--- src/rtl/uart_rx_fifo_gen2.sv ---
// Oversampled UART receiver with runtime framing config,
// 3-sample majority bit voting and a small valid/ready FIFO.
module uart_rx_fifo_gen2 #(
  parameter int MAX_DATA_WIDTH = 9,
  parameter int PRESCALE_BITS  = 6,
  parameter int FIFO_DEPTH     = 4
) (
  input  logic                      CLK,
  input  logic                      RST,
  input  logic                      RX_IN,
  input  logic [PRESCALE_BITS-1:0]  Prescale,
  input  logic [3:0]                DATA_LEN,
  input  logic                      PAR_EN,
  input  logic                      PAR_TYP,
  input  logic                      STOP2,
  input  logic                      DATA_READY,
  output logic [MAX_DATA_WIDTH-1:0] P_DATA,
  output logic                      DATA_VALID,
  output logic                      PAR_ERR,
  output logic                      STP_ERR,
  output logic                      OVERRUN
);
  localparam int PW = PRESCALE_BITS;
  localparam int DW = MAX_DATA_WIDTH;
  localparam int AW = $clog2(FIFO_DEPTH);
  localparam int CW = AW + 1;

  typedef enum logic [2:0] {
    S_IDLE, S_START, S_DATA, S_PAR, S_STOP1, S_STOP2
  } state_e;

  state_e          state_q, state_d;
  logic            rx_m_q, rx_s_q, rx_p_q;
  logic [PW-1:0]   cnt_q, cnt_d;
  logic [3:0]      bit_q, bit_d;
  logic [DW-1:0]   data_q, data_d;
  logic [PW-1:0]   p_q, p_d;
  logic [3:0]      len_q, len_d;
  logic            pen_q, pen_d;
  logic            ptyp_q, ptyp_d;
  logic            stop2_q, stop2_d;
  logic [1:0]      smp_q, smp_d;
  logic            perr_q, perr_d;
  logic            serr_q, serr_d;
  logic            par_err_q, par_err_d;
  logic            stp_err_q, stp_err_d;
  logic            ovr_q, ovr_d;
  logic [DW-1:0]   mem_q [FIFO_DEPTH];
  logic [DW-1:0]   mem_d [FIFO_DEPTH];
  logic [AW-1:0]   wr_q, wr_d, rd_q, rd_d;
  logic [CW-1:0]   count_q, count_d;

  logic          fall, maj, done, leave;
  logic          push, pop, full, good;
  logic [PW-1:0] mid;

  assign fall = rx_p_q & ~rx_s_q;
  assign mid  = p_q >> 1;
  assign maj  = (smp_q[0] & smp_q[1]) |
                (smp_q[0] & rx_s_q) |
                (smp_q[1] & rx_s_q);

  // State, synchroniser, config latch and FIFO registers
  always_ff @(posedge CLK or negedge RST) begin
    if (!RST) begin
      rx_m_q    <= 1'b1;
      rx_s_q    <= 1'b1;
      rx_p_q    <= 1'b1;
      state_q   <= S_IDLE;
      cnt_q     <= '0;
      bit_q     <= '0;
      data_q    <= '0;
      p_q       <= PW'(4);
      len_q     <= 4'd5;
      pen_q     <= 1'b0;
      ptyp_q    <= 1'b0;
      stop2_q   <= 1'b0;
      smp_q     <= 2'b11;
      perr_q    <= 1'b0;
      serr_q    <= 1'b0;
      par_err_q <= 1'b0;
      stp_err_q <= 1'b0;
      ovr_q     <= 1'b0;
      for (int i = 0; i < FIFO_DEPTH; i++)
        mem_q[i] <= '0;
      wr_q      <= '0;
      rd_q      <= '0;
      count_q   <= '0;
    end else begin
      rx_m_q    <= RX_IN;
      rx_s_q    <= rx_m_q;
      rx_p_q    <= rx_s_q;
      state_q   <= state_d;
      cnt_q     <= cnt_d;
      bit_q     <= bit_d;
      data_q    <= data_d;
      p_q       <= p_d;
      len_q     <= len_d;
      pen_q     <= pen_d;
      ptyp_q    <= ptyp_d;
      stop2_q   <= stop2_d;
      smp_q     <= smp_d;
      perr_q    <= perr_d;
      serr_q    <= serr_d;
      par_err_q <= par_err_d;
      stp_err_q <= stp_err_d;
      ovr_q     <= ovr_d;
      mem_q     <= mem_d;
      wr_q      <= wr_d;
      rd_q      <= rd_d;
      count_q   <= count_d;
    end
  end

  // Frame sequencing: bit timing, voting, shifting, error capture
  always_comb begin
    state_d = state_q;
    cnt_d   = cnt_q;
    bit_d   = bit_q;
    data_d  = data_q;
    p_d     = p_q;
    len_d   = len_q;
    pen_d   = pen_q;
    ptyp_d  = ptyp_q;
    stop2_d = stop2_q;
    smp_d   = smp_q;
    perr_d  = perr_q;
    serr_d  = serr_q;
    done    = 1'b0;
    leave   = 1'b0;
    if (state_q == S_IDLE) begin
      if (fall) begin
        state_d = S_START;
        cnt_d   = '0;
        bit_d   = '0;
        data_d  = '0;
        perr_d  = 1'b0;
        serr_d  = 1'b0;
        p_d     = (Prescale < PW'(4)) ? PW'(4) : Prescale;
        len_d   = (DATA_LEN < 4'd5) ? 4'd5 :
                  (DATA_LEN > 4'(DW)) ? 4'(DW) : DATA_LEN;
        pen_d   = PAR_EN;
        ptyp_d  = PAR_TYP;
        stop2_d = STOP2;
      end
    end else begin
      cnt_d = cnt_q + 1'b1;
      if (cnt_q == mid - 1'b1) smp_d[0] = rx_s_q;
      if (cnt_q == mid)        smp_d[1] = rx_s_q;
      if (cnt_q == mid + 1'b1) begin
        unique case (state_q)
          S_START: leave = maj;
          S_DATA:  data_d[bit_q] = maj;
          S_PAR:   if (maj != (^data_q ^ ptyp_q)) perr_d = 1'b1;
          S_STOP1: begin
            if (!maj) serr_d = 1'b1;
            if (!stop2_q) begin
              done  = 1'b1;
              leave = 1'b1;
            end
          end
          S_STOP2: begin
            if (!maj) serr_d = 1'b1;
            done  = 1'b1;
            leave = 1'b1;
          end
          default: ;
        endcase
      end
      if (leave) begin
        state_d = S_IDLE;
        cnt_d   = '0;
      end else if (cnt_q == p_q - 1'b1) begin
        cnt_d = '0;
        unique case (state_q)
          S_START: begin
            state_d = S_DATA;
            bit_d   = '0;
          end
          S_DATA: begin
            if (bit_q == len_q - 1'b1)
              state_d = pen_q ? S_PAR : S_STOP1;
            else
              bit_d = bit_q + 1'b1;
          end
          S_PAR:   state_d = S_STOP1;
          S_STOP1: state_d = S_STOP2;
          default: state_d = S_IDLE;
        endcase
      end
    end
  end

  // Completion outcome, FIFO push/pop and flag pulses
  always_comb begin
    pop       = (count_q != '0) & DATA_READY;
    full      = (count_q == CW'(FIFO_DEPTH));
    good      = done & ~perr_q & ~serr_d;
    push      = good & (~full | pop);
    par_err_d = done & perr_q;
    stp_err_d = done & serr_d;
    ovr_d     = good & full & ~pop;
    mem_d     = mem_q;
    if (push) mem_d[wr_q] = data_q;
    wr_d      = wr_q + AW'(push);
    rd_d      = rd_q + AW'(pop);
    count_d   = count_q + CW'(push) - CW'(pop);
  end

  assign DATA_VALID = (count_q != '0);
  assign P_DATA     = DATA_VALID ? mem_q[rd_q] : '0;
  assign PAR_ERR    = par_err_q;
  assign STP_ERR    = stp_err_q;
  assign OVERRUN    = ovr_q;

endmodule

--- config.mk ---
export PLATFORM = sky130hd
export DESIGN_NAME = uart_rx_fifo_gen2
export DESIGN_NICKNAME = d
export VERILOG_FILES = /design/src/rtl/uart_rx_fifo_gen2.sv
export SDC_FILE = /design/constraint.sdc
export NUM_CORES = 1
export LEC_CHECK = 0
export CAP_MARGIN = 5
export CORE_MARGIN = 4
export CORE_UTILIZATION = 55
export DETAILED_ROUTE_END_ITERATION = 10
export PLACE_DENSITY = 0.76
export SYNTH_ARGS = -nofsm -noshare
export SYNTH_HDL_FRONTEND = slang
export SYNTH_SLANG_ARGS = --single-unit
export TNS_END_PERCENT = 30
--- constraint.sdc ---
create_clock -name CLK -period 3.32 [get_ports CLK]
set_input_delay 0.664 -clock CLK [delete_from_list [all_inputs] [get_ports CLK]]
set_output_delay 0.664 -clock CLK [all_outputs]
set_load 0.1 [all_outputs]
==> impl.org <==
** Status
- Run status :: completed

** Synthesis
- The area fraction in compound gates after synthesis came to 0.1103.
- Synthesis produced 440 cells.
- Multiplexer share of the synthesized area :: 0.1391
- Sequential fraction of the synthesis area :: 0.4556
- After synthesis, the largest family of logic cells by area is simple AND/OR/NAND/NOR gates.
- In the synthesized netlist the async set-or-reset flop fraction comes to 1.000.
- Netlist area before placement :: 4856 sq um
- Fraction of the mapped netlist area in simple logic gates :: 0.1494
- Post-synth cell types :: 61
- Flip-flop and latch count after synthesis :: 88
- Of the total synthesized cell area, the portion taken by XOR and XNOR cells is 0.07034.
- Counting every net in the synthesized netlist gives about 470.
- Averaged over all synthesized cells, the footprint is 11.04 sq um.
- Post-synth EDFFs :: 0
- During synthesis, Yosys emitted a total of 0 warnings.
- Most common flop cell mapped by yosys :: sky130_fd_sc_hd__dfrtp_1
- Post-synthesis adder-cell area fraction :: 0.04020

** Setup path
- Counting cells, the worst reg-to-reg path comes to 12.
- The worst setup path is captured at a flop.
- Arrival time of data at the critical path endpoint :: 3370 ps
- Crit start category :: flop
- Worst reg2reg setup slack :: 190 ps
- The startpoint identified for the worst register-to-register timing path is p_q[1].
- Maximum fanout along the worst path :: 6
- Data required time at the worst endpoint :: 3570 ps
- Crit path kind :: flop to flop
- Endpoint of the lowest-slack register-to-register path :: count_q[2]

** Floorplan
- Core box area :: ~8600 sq um
- Initial Util :: 0.5623
- From bottom edge to top edge, the die measures 102.0 um.
- In this run the count of I/O pins placed on the die edge is 30.
- Die Area :: slightly above 10000 sq um
- In this run the core area contains 34 standard-cell rows.
- Die width :: about 100 um

** Place
- I/O Buffers :: 29
- The HPWL after detailed placement is around 7100 um.
- The congestion estimate from routability-driven global placement came to roughly 0.83.
- Placed Cells :: ~570

** CTS
- TritonCTS clock tree :: done
- CTS root buffer :: sky130_fd_sc_hd__clkbuf_8
- Clock edge transition at the registers on the reported setup and hold paths :: about 100 ps
- Post-cts gate resize count :: 0
- Clock Path Buffers :: 2
- After clock tree synthesis, the flow added hold-fix buffers numbering 0.
- The clock reaches the later pin of the worst-skew pair after between 300 and 400 ps.
- Total number of H-tree levels :: 3
- Total clock buffers created by CTS :: 9
- Buffers inserted by post-CTS timing repair :: 0
- Clock sink count :: between 80 and 90

** Cells and area
- Most common cell after layout, fill and taps aside :: sky130_fd_sc_hd__dfrtp_1
- Fillers :: about 700
- Share of final-layout standard cells stronger than drive strength 1 :: 0.2463
- Layout Cells excl Fill :: slightly below 600
- For this run, the post-layout net count is 506.
- The library cells used most frequently in the layout, excluding fill and tap cells, are sky130_fd_sc_hd__dfrtp_1 (80), sky130_fd_sc_hd__mux2_2 (42), sky130_fd_sc_hd__nand2_1 (29), sky130_fd_sc_hd__xnor2_1 (27), sky130_fd_sc_hd__buf_4 (26).
- Area growth syn-to-layout :: 13.89%
- 0 antenna diodes ended up in the layout.

** Timing
- Of the available clock period, the critical path in the final layout requires 0.9414.
- Setup Total Neg Slack :: 0 ps
- Total of endpoints with negative setup slack in the final report :: 0
- For the pin with the worst max-slew slack, the measured transition is between 700 and 800 ps.
- Measured against its own limit, the worst slew margin works out to 0.5275.
- Setup repair after global routing missed its margin :: no
- Worst setup skew after layout :: roughly 13 ps
- Highest clock frequency the design can meet :: about 320 MHz
- Final Hold Viols :: 0
- After layout, the minimum clock period comes to 3125 ps.
- Slew Viols, Final :: 0

** Pwr
- Peak ir drop on the vdd network :: 0.0005083 V
- Of the total power, the clock network draws 0.230.
- Summed over all nets, the switching power comes to approximately 0.0016 W.
- Of the total power, registers draw 0.385.
- Static power due to leakage :: approximately 2.5 nW
- The internal portion of the total power is between 0.002 and 0.0025 W.
- Combinational cell fraction of total power :: 0.386
- Power spread over the standard cell area amounts to approximately 730 nW/um^2.
- Share of total power consumed by net switching :: 0.3916

** Run
- Across the run, the number of max-cap violations was 0.

** Global routing
- Initial antenna violation count :: 0
- Entering global routing, the biggest net connects between 40 and 50 pins.
- Wire length of the first global-routing pass :: ~17000 um
- All-layer global routing usage :: 0.2054
- The number of global-route vias before repair was 3391.
- Global routing finished with a remaining overflow of 0.

** Drt
- Wirelength per Cell :: ~17 um
- Uppermost layer routed :: met4
- The final route contains about 3.4k vias.
- For this run, the detailed router's first-pass iteration total came to 4.
- 1st-iter DRT viols :: 180
- Dividing the detail-routed via count by the number of cells gives 5.811.
- DRC viols :: 0
- Wire length reported by the detailed router :: a little under 10000 um
- Summed over all nets, wire length on met2 after detailed routing comes to 5010 um.
- For this block, wires on met1 add up to between 4000 and 5000 um.
- Number of nets with antenna violations after routing :: 0
- Met3 Wirelength :: approximately 330 um

** Min path
- The worst hold path belongs to the class primary input to asynchronous set/reset pin.
## critical path, stage by stage (launching register included)
cell	delay (ps)
sky130_fd_sc_hd__dfrtp_1	460
sky130_fd_sc_hd__inv_1	130
sky130_fd_sc_hd__ha_1	320
sky130_fd_sc_hd__xnor2_1	200
sky130_fd_sc_hd__nor2b_1	190
sky130_fd_sc_hd__and4_1	320
sky130_fd_sc_hd__and4_2	300
sky130_fd_sc_hd__nand2_1	90
sky130_fd_sc_hd__ha_1	280
sky130_fd_sc_hd__inv_1	40
sky130_fd_sc_hd__ha_1	180
sky130_fd_sc_hd__fa_1	370
sky130_fd_sc_hd__xnor2_1	130
## cells in the mapped netlist, types with 3 or more instances
library cell	number	area, sq um
sky130_fd_sc_hd__nand3_1	14	70.07
sky130_fd_sc_hd__o21bai_1	3	22.52
sky130_fd_sc_hd__mux2_2	42	473.0
sky130_fd_sc_hd__xnor2_1	27	236.5
sky130_fd_sc_hd__a221o_1	3	30.03
sky130_fd_sc_hd__a21o_1	3	22.52
sky130_fd_sc_hd__nand2_1	29	108.9
sky130_fd_sc_hd__mux4_2	9	202.7
sky130_fd_sc_hd__nor3_1	8	40.04
sky130_fd_sc_hd__a211o_1	3	26.28
sky130_fd_sc_hd__inv_1	25	93.84
sky130_fd_sc_hd__ha_1	14	175.2
sky130_fd_sc_hd__dfrtp_1	80	2002
sky130_fd_sc_hd__nand2b_1	3	18.77
sky130_fd_sc_hd__xor2_1	12	105.1
sky130_fd_sc_hd__o31ai_1	9	67.56
sky130_fd_sc_hd__nor4_1	6	37.54
sky130_fd_sc_hd__o21ai_0	22	110.1
sky130_fd_sc_hd__clkbuf_1	15	56.30
sky130_fd_sc_hd__nand4_1	3	18.77
sky130_fd_sc_hd__and2_1	3	18.77
sky130_fd_sc_hd__nor2_1	21	78.83
sky130_fd_sc_hd__nor2b_1	13	81.33
sky130_fd_sc_hd__a21oi_1	16	80.08
sky130_fd_sc_hd__dfstp_2	8	210.2
sky130_fd_sc_hd__and3_1	3	18.77
sky130_fd_sc_hd__buf_2	4	20.02
## logic make-up (layout without fill, tap and decap cells)
family,after synthesis,count (layout)
AND/OR/NAND/NOR,124,124
flip-flops,88,88
AO/OA/AOI/OAI,79,79
multiplexers,51,51
buffers and inverters,44,83
XOR/XNOR,39,39
adder cells (fa/ha/maj),15,15
## power groups by stage
| stage | clock network, W | registers, W | logic [W] |
|---|---|---|---|
| global route | 0.000994 | 0.00158 | 0.00174 |
| floorplan | 0 | 0.00140 | 0.00132 |
| finish | 0.000927 | 0.00155 | 0.00156 |
| CTS | 0.000943 | 0.00155 | 0.00156 |
| global placement | 0 | 0.00156 | 0.00150 |
| detailed placement | 0 | 0.00157 | 0.00156 |
## routing by layer
| metal | global-route usage | vias up |
|---|---|---|
| li1 | - | 1643 |
| met1 | 0.2672 | 1687 |
| met2 | 0.3533 | 66 |
| met3 | 0.03140 | 15 |
| met4 | 0.06660 | 0 |
| met5 | 0 | - |
## how the worst max path moves through the flow
stage                 end    start  slack [ps]
2_1_floorplan   P_DATA[0]  rd_q[0]         180
3_3_place_gp   count_q[2]   p_q[1]         330
3_5_place_dp   count_q[2]   p_q[1]         230
4_1_cts        count_q[2]   p_q[1]         200
5_1_grt        count_q[2]   p_q[1]          40
6_report       count_q[2]   p_q[1]         190
## per-stage QoR
stage	instance area, sq um	hold WS (ps)	setup slack [ps]	power [W]	utilization
6_report	5530	300.7	194.7	0.004038	0.6404
5_1_grt	5530	328.4	37.37	0.004315	0.6404
4_1_cts	5530	314.3	200.4	0.004057	0.6404
3_5_place_dp	5280	353.3	233.9	0.003130	0.6114
3_3_place_gp	5280	346.4	325.8	0.003064	0.6114
2_1_floorplan	4856	345.2	175.2	0.002723	-
## registers in the layout (all words and copies together) (netlist names), 2 cells and up
name	cells
count_q	3
wr_q	2
data_q	9
len_q	4
mem_q	36
bit_q	4
state_q	3
smp_q	2
rd_q	2
p_q	6
cnt_q	6
## area by class of cell
type                       instances  area [sq um]  area share
clock buffer                       9         123.9     0.02240
clock inverter                     7         126.4     0.02285
inverter                          25         93.84     0.01697
multi-input combinational        308          2474      0.4473
sequential                        88          2212      0.4000
tap                              108         135.1     0.02443
timing repair buffer              42         365.4     0.06606
(Power assumes the default switching activity.)
